--- config.mk ---
export PLATFORM = sky130hd
export DESIGN_NAME = frame_sequencer
export DESIGN_NICKNAME = d
export VERILOG_FILES = /design/src/rtl/frame_sequencer.sv
export SDC_FILE = /design/constraint.sdc
export NUM_CORES = 1
export LEC_CHECK = 0
export ABC_AREA = 0
export BUFFER_PORTS_ARGS = -buffer_cell sky130_fd_sc_hd__buf_2
export CORE_ASPECT_RATIO = 1.2
export CORE_MARGIN = 2
export CORE_UTILIZATION = 29
export CTS_CLUSTER_DIAMETER = 150
export DETAILED_ROUTE_END_ITERATION = 8
export GPL_TIMING_DRIVEN = 0
export HOLD_SLACK_MARGIN = 0.08
export PLACE_DENSITY = 0.54
export SYNTH_ARGS = -nofsm -noshare
export SYNTH_HDL_FRONTEND = slang
export SYNTH_SLANG_ARGS = --single-unit
--- constraint.sdc ---
create_clock -name clk -period 2.79 [get_ports clk]
set_input_delay 0.1395 -clock clk [delete_from_list [all_inputs] [get_ports clk]]
set_output_delay 0.1395 -clock clk [all_outputs]
set_load 0.01 [all_outputs]
--- src/rtl/frame_sequencer.sv ---
// ---------------------------------------------------------------------------
// frame_sequencer
//
// Sequences the still-frame pipeline. It arms on a camera frame boundary and
// opens the static BRAM write window for exactly one camera frame. It then
// starts the Sobel pass and the template-match pass in turn, waiting for each
// engine's done pulse. Completed passes are counted, and the current state is
// exported for the debug LEDs.
//
// Optional feature: define FRAME_SEQ_WATCHDOG_EN to enable a per-engine
// watchdog. It forces FAULT if an engine stays silent for TIMEOUT_CYCLES.
// Without the macro, FAULT is unreachable and fault is tied low.
//
// Ports:
//   clk          system clock (clk_50 domain)
//   reset        asynchronous, active-high reset
//   run          level: keep running passes back to back while high
//   single       one-cycle pulse: request exactly one pass
//   cam_vsync    raw OV7670 VSYNC (asynchronous); a rising edge is a frame boundary
//   static_we    static BRAM write window (ANDed with capture_we outside)
//   sobel_start  one-cycle start pulse to the Sobel engine
//   sobel_done   one-cycle completion pulse from the Sobel engine
//   match_start  one-cycle start pulse to the template matcher
//   match_done   one-cycle completion pulse from the template matcher
//   pass_done    one-cycle pulse when a full pass completes
//   busy         high in every state except IDLE and FAULT
//   fault        watchdog fault flag
//   state        current state encoding
//   frame_count  number of completed passes (wraps)
// ---------------------------------------------------------------------------
module frame_sequencer #(
   parameter logic [23:0] TIMEOUT_CYCLES = 24'd4_000_000,
   parameter int unsigned FCOUNT_W       = 8
) (
   input  logic                clk,
   input  logic                reset,
   input  logic                run,
   input  logic                single,
   input  logic                cam_vsync,
   output logic                static_we,
   output logic                sobel_start,
   input  logic                sobel_done,
   output logic                match_start,
   input  logic                match_done,
   output logic                pass_done,
   output logic                busy,
   output logic                fault,
   output logic [2:0]          state,
   output logic [FCOUNT_W-1:0] frame_count
);

   typedef enum logic [2:0] {
      ST_IDLE    = 3'd0,
      ST_ARM     = 3'd1,
      ST_CAPTURE = 3'd2,
      ST_SOBEL   = 3'd3,
      ST_MATCH   = 3'd4,
      ST_DONE    = 3'd5,
      ST_FAULT   = 3'd6
   } state_t;

   state_t                state_q, state_d;
   logic                  one_shot_q, one_shot_d;
   logic                  static_we_q, static_we_d;
   logic                  sobel_start_q, sobel_start_d;
   logic                  match_start_q, match_start_d;
   logic                  pass_done_q, pass_done_d;
   logic                  busy_q, busy_d;
   logic [FCOUNT_W-1:0]   frame_count_q, frame_count_d;
   logic                  vs_meta_q, vs_sync_q, vs_prev_q;
   logic                  vs_rise;
   logic                  wd_expired;

   // The VSYNC synchronizer and edge flops reset high. A VSYNC that is
   // already high when reset releases therefore does not look like a frame
   // boundary.
   assign vs_rise = vs_sync_q & ~vs_prev_q;

   // Next-state logic. A done pulse is ignored while the start pulse is still
   // out, so an engine answering in the start cycle cannot skip a stage.
   always_comb begin
      state_d    = state_q;
      one_shot_d = one_shot_q;
      case (state_q)
         ST_IDLE: begin
            if (run || single) begin
               state_d    = ST_ARM;
               one_shot_d = single & ~run;
            end
         end
         ST_ARM: begin
            if (vs_rise) state_d = ST_CAPTURE;
         end
         ST_CAPTURE: begin
            if (vs_rise) state_d = ST_SOBEL;
         end
         ST_SOBEL: begin
            if (sobel_done && !sobel_start_q) state_d = ST_MATCH;
            else if (wd_expired)              state_d = ST_FAULT;
         end
         ST_MATCH: begin
            if (match_done && !match_start_q) state_d = ST_DONE;
            else if (wd_expired)              state_d = ST_FAULT;
         end
         ST_DONE: begin
            state_d = (run && !one_shot_q) ? ST_ARM : ST_IDLE;
         end
         ST_FAULT: begin
            if (!run && !single) state_d = ST_IDLE;
         end
         default: state_d = ST_IDLE;
      endcase

      // Outputs are decoded from the next state so that they are registered
      // and change on the same edge as the state itself.
      static_we_d   = (state_d == ST_CAPTURE);
      sobel_start_d = (state_d == ST_SOBEL) && (state_q != ST_SOBEL);
      match_start_d = (state_d == ST_MATCH) && (state_q != ST_MATCH);
      pass_done_d   = (state_d == ST_DONE);
      busy_d        = (state_d != ST_IDLE) && (state_d != ST_FAULT);
      frame_count_d = pass_done_d ? frame_count_q + FCOUNT_W'(1) : frame_count_q;
   end

   // State, registered outputs and VSYNC synchronizer
   always_ff @(posedge clk or posedge reset) begin
      if (reset) begin
         state_q       <= ST_IDLE;
         one_shot_q    <= 1'b0;
         static_we_q   <= 1'b0;
         sobel_start_q <= 1'b0;
         match_start_q <= 1'b0;
         pass_done_q   <= 1'b0;
         busy_q        <= 1'b0;
         frame_count_q <= '0;
         vs_meta_q     <= 1'b1;
         vs_sync_q     <= 1'b1;
         vs_prev_q     <= 1'b1;
      end else begin
         state_q       <= state_d;
         one_shot_q    <= one_shot_d;
         static_we_q   <= static_we_d;
         sobel_start_q <= sobel_start_d;
         match_start_q <= match_start_d;
         pass_done_q   <= pass_done_d;
         busy_q        <= busy_d;
         frame_count_q <= frame_count_d;
         vs_meta_q     <= cam_vsync;
         vs_sync_q     <= vs_meta_q;
         vs_prev_q     <= vs_sync_q;
      end
   end

`ifdef FRAME_SEQ_WATCHDOG_EN
   logic [23:0] wd_q, wd_d;
   logic        fault_q, fault_d;

   // The watchdog restarts from zero on entry to each engine wait state and
   // counts every cycle spent there. The done check wins if both happen in
   // the same cycle.
   always_comb begin
      wd_d = '0;
      if (((state_d == ST_SOBEL) || (state_d == ST_MATCH)) && (state_d == state_q)) begin
         wd_d = wd_q + 24'd1;
      end
      fault_d = (state_d == ST_FAULT);
   end

   assign wd_expired = (wd_q == TIMEOUT_CYCLES);

   always_ff @(posedge clk or posedge reset) begin
      if (reset) begin
         wd_q    <= '0;
         fault_q <= 1'b0;
      end else begin
         wd_q    <= wd_d;
         fault_q <= fault_d;
      end
   end

   assign fault = fault_q;
`else
   logic [23:0] unused_timeout;

   assign unused_timeout = TIMEOUT_CYCLES;
   assign wd_expired     = 1'b0;
   assign fault          = 1'b0;
`endif

   assign static_we   = static_we_q;
   assign sobel_start = sobel_start_q;
   assign match_start = match_start_q;
   assign pass_done   = pass_done_q;
   assign busy        = busy_q;
   assign state       = state_q;
   assign frame_count = frame_count_q;

endmodule

## Yosys cells after proc, flatten, opt, wreduce, memory -nomap -nowiden

Index checks and enable logic that the tools add are counted.

| storage, ports and cells | value |
|---|---|
| flip-flop bits (word level) | 20 |
| latch bits | 0 |
| memory bits (writable) | 0 |
| ROM bits | 0 |
| output and inout bits | 17 |
| word-level logic and storage cells | 53 |
| memories | 0 |

| operators by class | value |
|---|---|
| add/subtract/negate cells | 1 |
| $mul | 0 |
| div/mod/pow operators | 0 |
| $lt $le $gt $ge | 0 |
| equality and inequality tests | 13 |
| shift-type cells | 0 |
| muxes and demuxes | 8 |
| bitwise gates (word level) | 4 |
| reduce and logical (&&, ||, !) cells | 16 |

Operators with widths:

| operator | count |
|---|---|
| case mux 3 bit (7 select lines) | 1 |
| two-way mux 3 bit | 6 |
| == test 3 bit (second input constant) | 5 |
| == test 3 x 2 -> 1 bit (second input constant) | 4 |
| adder 8 x 1 -> 8 bit (second input constant) | 1 |
| logical AND 1 bit | 7 |
| inequality test 3 bit (second input constant) | 2 |
| logical NOT 1 bit | 5 |
| == test 3 x 1 -> 1 bit (second input constant) | 1 |
| logical NOT 3 bit | 1 |
| inequality test 3 x 2 -> 1 bit (second input constant) | 1 |
| nonzero test 3 bit | 1 |
| bitwise AND 1 bit | 2 |
| inverter 1 bit | 2 |
| AND reduction 2 bit | 1 |
| logical OR 1 bit | 1 |
| two-way mux 1 bit | 1 |

## Logic depth before layout (Yosys ltp)

| depth | value |
|---|---|
| depth in word-level cells | 6 |
| gate-level depth with buffers | 7 |
| depth with buffers taken out | 6 |

## Worst setup path after synthesis

Ideal clock, no wire load.

| timing | value |
|---|---|
| path kind | reg2reg |
| from | register state_q[2] (netlist: state[2]) |
| to | register frame_count_q[2] (netlist: frame_count[2]) |
| setup time | 0.127 ns |
| arrival time | 1.885 ns |
| data required time | 2.663 ns |
| path slack | 0.778 ns |
| stages on the path, launching flop included | 8 |
| buffers on the path | 1 |
| clock period less this slack | 2.012 ns |
| cells stage by stage | dfrtp_1 > buf_6 > or3b_4 > o211a_1 > nor4_4 > inv_1 > and3_1 > xor2_1 |

| between the ends | value |
|---|---|
| word-level cells in the longest chain between the ends | 3 |
| elaborated cells on any way between the ends | 15 |
| those cells by class | 7 x eq/ne; 7 x mux; 1 x reduce/logical |

Ends and longest elaborated chain:

| item | RTL line | RTL |
|---|---|---|
| from (decl) | 62 | `state_t state_q, state_d;` |
| from (signal assigned) | 139 | `state_q <= state_d;` |
| == test 3 bit (tied with other cells) | 84 | `case (state_q)` |
| case mux 3 bit (7 select lines) (*) | 84 |  |
| net state_d[0] | 62 |  |
| == test 3 bit (*) | 119 | `pass_done_d = (state_d == ST_DONE);` |
| to (signal assigned) | 146 | `frame_count_q <= frame_count_d;` |
| to (decl) | 69 | `logic [FCOUNT_W-1:0] frame_count_q, frame_count_d;` |

Mark *: on every way through the listed nets, which the timed path passes. The rest lies on a longest branch.
A chain may end at the register's enable or synchronous reset.

## Worst setup path in the final report

| timing | value |
|---|---|
| from | register vs_sync_q |
| to | register frame_count_q[2] (netlist: frame_count[2]) |

| between the ends | value |
|---|---|
| word-level cells in the longest chain between the ends | 4 |
| elaborated cells on any way between the ends | 5 |
| those cells by class | 1 x eq/ne; 3 x mux; 1 x bitwise |

Ends and longest elaborated chain:

| item | RTL line | RTL |
|---|---|---|
| from (decl) | 70 | `logic vs_meta_q, vs_sync_q, vs_prev_q;` |
| from (signal assigned) | 148 | `vs_sync_q <= vs_meta_q;` |
| bitwise AND 1 bit (*) | 77 | `assign vs_rise = vs_sync_q & ~vs_prev_q;` |
| two-way mux 3 bit (on tied branches) | 95, 92 |  |
| case mux 3 bit (7 select lines) (*) | 84 |  |
| net state_d[0] | 62 |  |
| == test 3 bit (*) | 119 |  |

Marked as above.

==> run summary <==
The flow ran to the end, and the final reports show no timing, DRC or antenna violations. The critical path goes through or3b_4 -> o211a_1 -> nor4_4 -> inv_1 -> and3_1 -> xor2_1. Combinational cells account for 38.7% of the total power. Clock latency on the worst-skew pair, taken at its later pin, is 300 ps.

In this run the register-to-register setup slack is 620 ps. The clock skew after layout was 7.95 ps. The tools report the synthesized instance count as 87. The via count of the routed design is 707, and the fraction of synthesized cell area taken by the top area cell type is 44.4%. The largest net degree at the start of global routing came out at 21. The capture point of the critical path is frame_count[2]$_DFFE_PP0N_.

The detail-routed via count per cell is 4.65. For the maximum resistive drop on vdd, the log shows 0.504 mV. The die covers 3780 um2. Data on the critical path is required at its endpoint by 2980 ps. In this run the worst path has a maximum fanout of 6. For this run, asynchronously set or reset flops after synthesis account for 100%.

The filler cells instantiated in the layout total 323. The register with the most flip-flops in the layout has 8 of them. The clock sink count came out at 20. Number of nets in the finished design: 125. The mapped cell area was 957 um2; the die outline height was 66.9 um. The final critical-path required period works out to 2170 ps. For this run the aggregate overflow at the end of global routing stands at 0. The total power per unit cell area was 902 nW/um2; the layout overhead on the synthesized area was 24.8%. The worst setup path is of the reg2reg kind.

Setup repair after global routing left no endpoint under its margin. For this run, the top clock speed supported by timing is 461 MHz. The run gives 0 as the count of inserted antenna diode cells.

After clock tree synthesis, the clock-pin slew on the worst setup and hold paths is 120 ps. The tools report the type of element launching the critical path as a flip-flop. The initial antenna violation count came out at 0. The floorplan step defined a core boundary enclosing 3110 um2. The reported max-cap violation count was 0. Internal power comes to 0.000700 W. The tools report the max-slew violation count as 0. Once detail routing completed, the nets flagged for antenna violations numbered 0.

For the number of H-tree branching levels, the log shows 1. The tools report the reg-to-reg startpoint as vs_sync_q$_DFF_PP1_. Summed over all instances, the cell type with the most area after synthesis is sky130_fd_sc_hd__dfrtp_1. The root buffer cell is sky130_fd_sc_hd__clkbuf_4.

For the pin with the worst max-slew slack, the measured transition is 740 ps. Buffers placed on the I/O ports in this run total 22. The tools report the worst relative slew slack as 50.6%. Via count of the first global-routing pass: 688. Tracing the worst setup path back leads to its startpoint at vs_sync_q$_DFF_PP1_.

The run gives 3 as the number of buffers added by the clock tree synthesis step. Cells with a size suffix above 1 make up 34.5% of the layout. For this design the total switching power over the nets is 0.000378 W.

For the unique cell type count in the Yosys netlist, the log shows 34. Sequential elements use 52.7% of the synthesized area. The switching share of total power works out to 35.1%.

The synthesized design contains 20 register bits. After synthesis, the mean cell area works out to 11.0 um2. The floorplan step set the die width to 56.4 um. The number of warning messages in the yosys log is 0. The number of top-level design ports came out at 24. STA classifies the critical path endpoint as a flip-flop.

For the wire length after detailed routing, the log shows 1830 um. In the synthesized netlist the dominant register cell turns out to be sky130_fd_sc_hd__dfrtp_1. The tools report the leakage component of the power as 0.591 nW.

In the final routed layout, each cell accounts on average for 12.0 um. The largest single stage delay on the critical path is 570 ps. The count of endpoints failing setup in the final report is 0. The critical register-to-register path endpoint was frame_count[2]$_DFFE_PP0N_.

Sequential cells account for 39.5% of the total power. Once the clock tree was built, the resizer swapped 0 gates to a different size. The number of endpoints with negative hold slack in the final report is 0, and the final critical-path share of the clock period is 77.7%.

In this run the worst hold path is classified as in2reg. Row count: 22. The number of nets in the synthesized netlist is 95. The finished cells cover 1190 um2.

TritonCTS built the clock tree. The number of enable-type register cells in the synthesized netlist is 0. The tools report the total routing usage reported by global routing as 10.9%. The first global-routing pass estimated 3130 um of wire. After detailed routing, the number of remaining DRC violations is 0.

Before antenna repair, the detailed router went through 4 iterations. For this block, the initial DRC count from the detailed router was 14. The maximum clock path buffer count was 2; the number of cells on the worst reg-to-reg path was 6. The wire-length estimate of the detail-placed layout is 1380 um. Per report_power, the clock group accounts for 21.8% of the total. The congestion estimate from routability-driven global placement came to 0.843. The logs give 0 ps for the final-layout setup total negative slack and 30.8% for the effective utilization at floorplan. For this design, the slowest cell found on the critical path is sky130_fd_sc_hd__dfstp_2. Summing all placed instances gives a cell area of 1110 um2. By area the synthesized netlist is led by sky130_fd_sc_hd__dfrtp_1 44%, sky130_fd_sc_hd__dfstp_2 8.2%, sky130_fd_sc_hd__nor2_1 3.5%, sky130_fd_sc_hd__xor2_1 2.7%, sky130_fd_sc_hd__a21oi_1 2.6%.

The worst endpoint data arrival time is 2360 ps.
## kinds of logic (layout without fill, tap and decap cells)
family / after synthesis / count (layout) / synth area share (%)
multiplexers: 1 / 1 / 1.18
adder cells (fa/ha/maj): 1 / 1 / 1.31
buffers and inverters: 8 / 37 / 5.10
XOR/XNOR: 4 / 4 / 3.66
AND/OR/NAND/NOR: 37 / 37 / 25.1
flip-flops: 20 / 20 / 52.7
other: 1 / 1 / 0.392
AO/OA/AOI/OAI: 15 / 15 / 10.6
## metal layers
metal	GRT usage (%)	up-vias	share of wire, %
li1	-	356	-
met1	13.8	335	47
met2	17.9	14	49
met3	1.75	2	3.8
met4	5.36	0	0.66
met5	0	-	0
## critical path, delay by kind of cell, from the launching register on
family	cells	cell delay [ps]
buffers and inverters	1	150
AND/OR/NAND/NOR	3	1030
flip-flops	1	570
XOR/XNOR	1	140
AO/OA/AOI/OAI	1	180
## area by class of cell
cell class	count	area, um2	share of cell area (%)
repair buffers	25	140	11.7
plain buffers	3	30.0	2.51
inverters	5	18.8	1.57
multi-input cells	59	404	33.8
flip-flops and latches	20	504	42.2
clock inverters	1	30.0	2.51
well taps	36	45.0	3.77
clock buffers	3	22.5	1.88
## layout by cell type, fill, tap and decap left out, drive strengths merged
| master | instances |
|---|---|
| buf | 25 |
| dfrtp | 17 |
| nor2 | 9 |
| inv | 5 |
| nand2 | 5 |
| a21oi | 5 |
| nor3 | 4 |
| nand2b | 3 |
| nor2b | 3 |
| xor2 | 3 |
| clkbuf | 3 |
| dlygate4sd3 | 3 |
| dfstp | 3 |
| or3b | 2 |
| o21ai | 2 |
| and2b | 2 |
| and3 | 2 |
| o41ai | 2 |
| nand4 | 2 |
| nor3b | 1 |
| mux2 | 1 |
| nand3b | 1 |
| o211a | 1 |
| o22ai | 1 |
| nor4 | 1 |
| o21bai | 1 |
| o211ai | 1 |
| nand3 | 1 |
| o22a | 1 |
| or4 | 1 |
| a2bb2oi | 1 |
| xnor2 | 1 |
| ha | 1 |
| conb | 1 |
| bufinv | 1 |
## power by group through the flow
stage          clock network [W]  registers (W)  logic [W]
3_3_place_gp                   0       0.000428   0.000414
5_1_grt                 0.000259       0.000439   0.000466
6_report                0.000235       0.000426   0.000417
3_5_place_dp                   0       0.000432   0.000417
4_1_cts                 0.000242       0.000427   0.000422
2_1_floorplan                  0       0.000454   0.000268
## synthesized netlist by cell type, types with 2 or more instances
cell / count
sky130_fd_sc_hd__or3b_4: 2
sky130_fd_sc_hd__nor2b_1: 3
sky130_fd_sc_hd__nand4_1: 2
sky130_fd_sc_hd__inv_1: 5
sky130_fd_sc_hd__nor3_1: 3
sky130_fd_sc_hd__nor2_1: 9
sky130_fd_sc_hd__buf_6: 2
sky130_fd_sc_hd__nand2b_1: 3
sky130_fd_sc_hd__and2b_2: 2
sky130_fd_sc_hd__o41ai_1: 2
sky130_fd_sc_hd__and3_1: 2
sky130_fd_sc_hd__dfstp_2: 3
sky130_fd_sc_hd__nand2_1: 5
sky130_fd_sc_hd__o21ai_0: 2
sky130_fd_sc_hd__xor2_1: 3
sky130_fd_sc_hd__dfrtp_1: 17
sky130_fd_sc_hd__a21oi_1: 5
## how the worst min path moves through the flow
| stage | slack (ps) | depth (start not counted) | endpoint | startpoint |
|---|---|---|---|---|
| after global placement | 240 | 1 | vs_meta_q$_DFF_PP1_ | cam_vsync |
| after floorplan | 100 | 1 | busy$_DFF_PP0_ | reset |
| final | 90 | 3 | match_start$_DFF_PP0_ | sobel_done |
| after CTS | 80 | 3 | match_start$_DFF_PP0_ | sobel_done |
| after detailed placement | 250 | 1 | vs_meta_q$_DFF_PP1_ | cam_vsync |
| after global routing | 90 | 3 | match_start$_DFF_PP0_ | sobel_done |
## per-stage QoR
step                hold WS [ps]  power, W  worst slack [ps]  utilization, %  std cells
floorplan                    101  0.000721               778               -         87
global placement             245  0.000842               671            35.8        145
detailed placement           248  0.000850               666            35.8        145
CTS                         82.3   0.00109               637            38.4        152
global route                90.0   0.00116               505            38.4        152
finish                      87.3   0.00108               621            38.4        152
## what timing repair did
item / in CTS / in global routing
buffers inserted: 0 / 0
endpoints found under the hold margin: 19 / 0
endpoints found under the setup margin: 0 / 0
hold buffers: 3 / 0
Power figures use the tool's default switching activity.
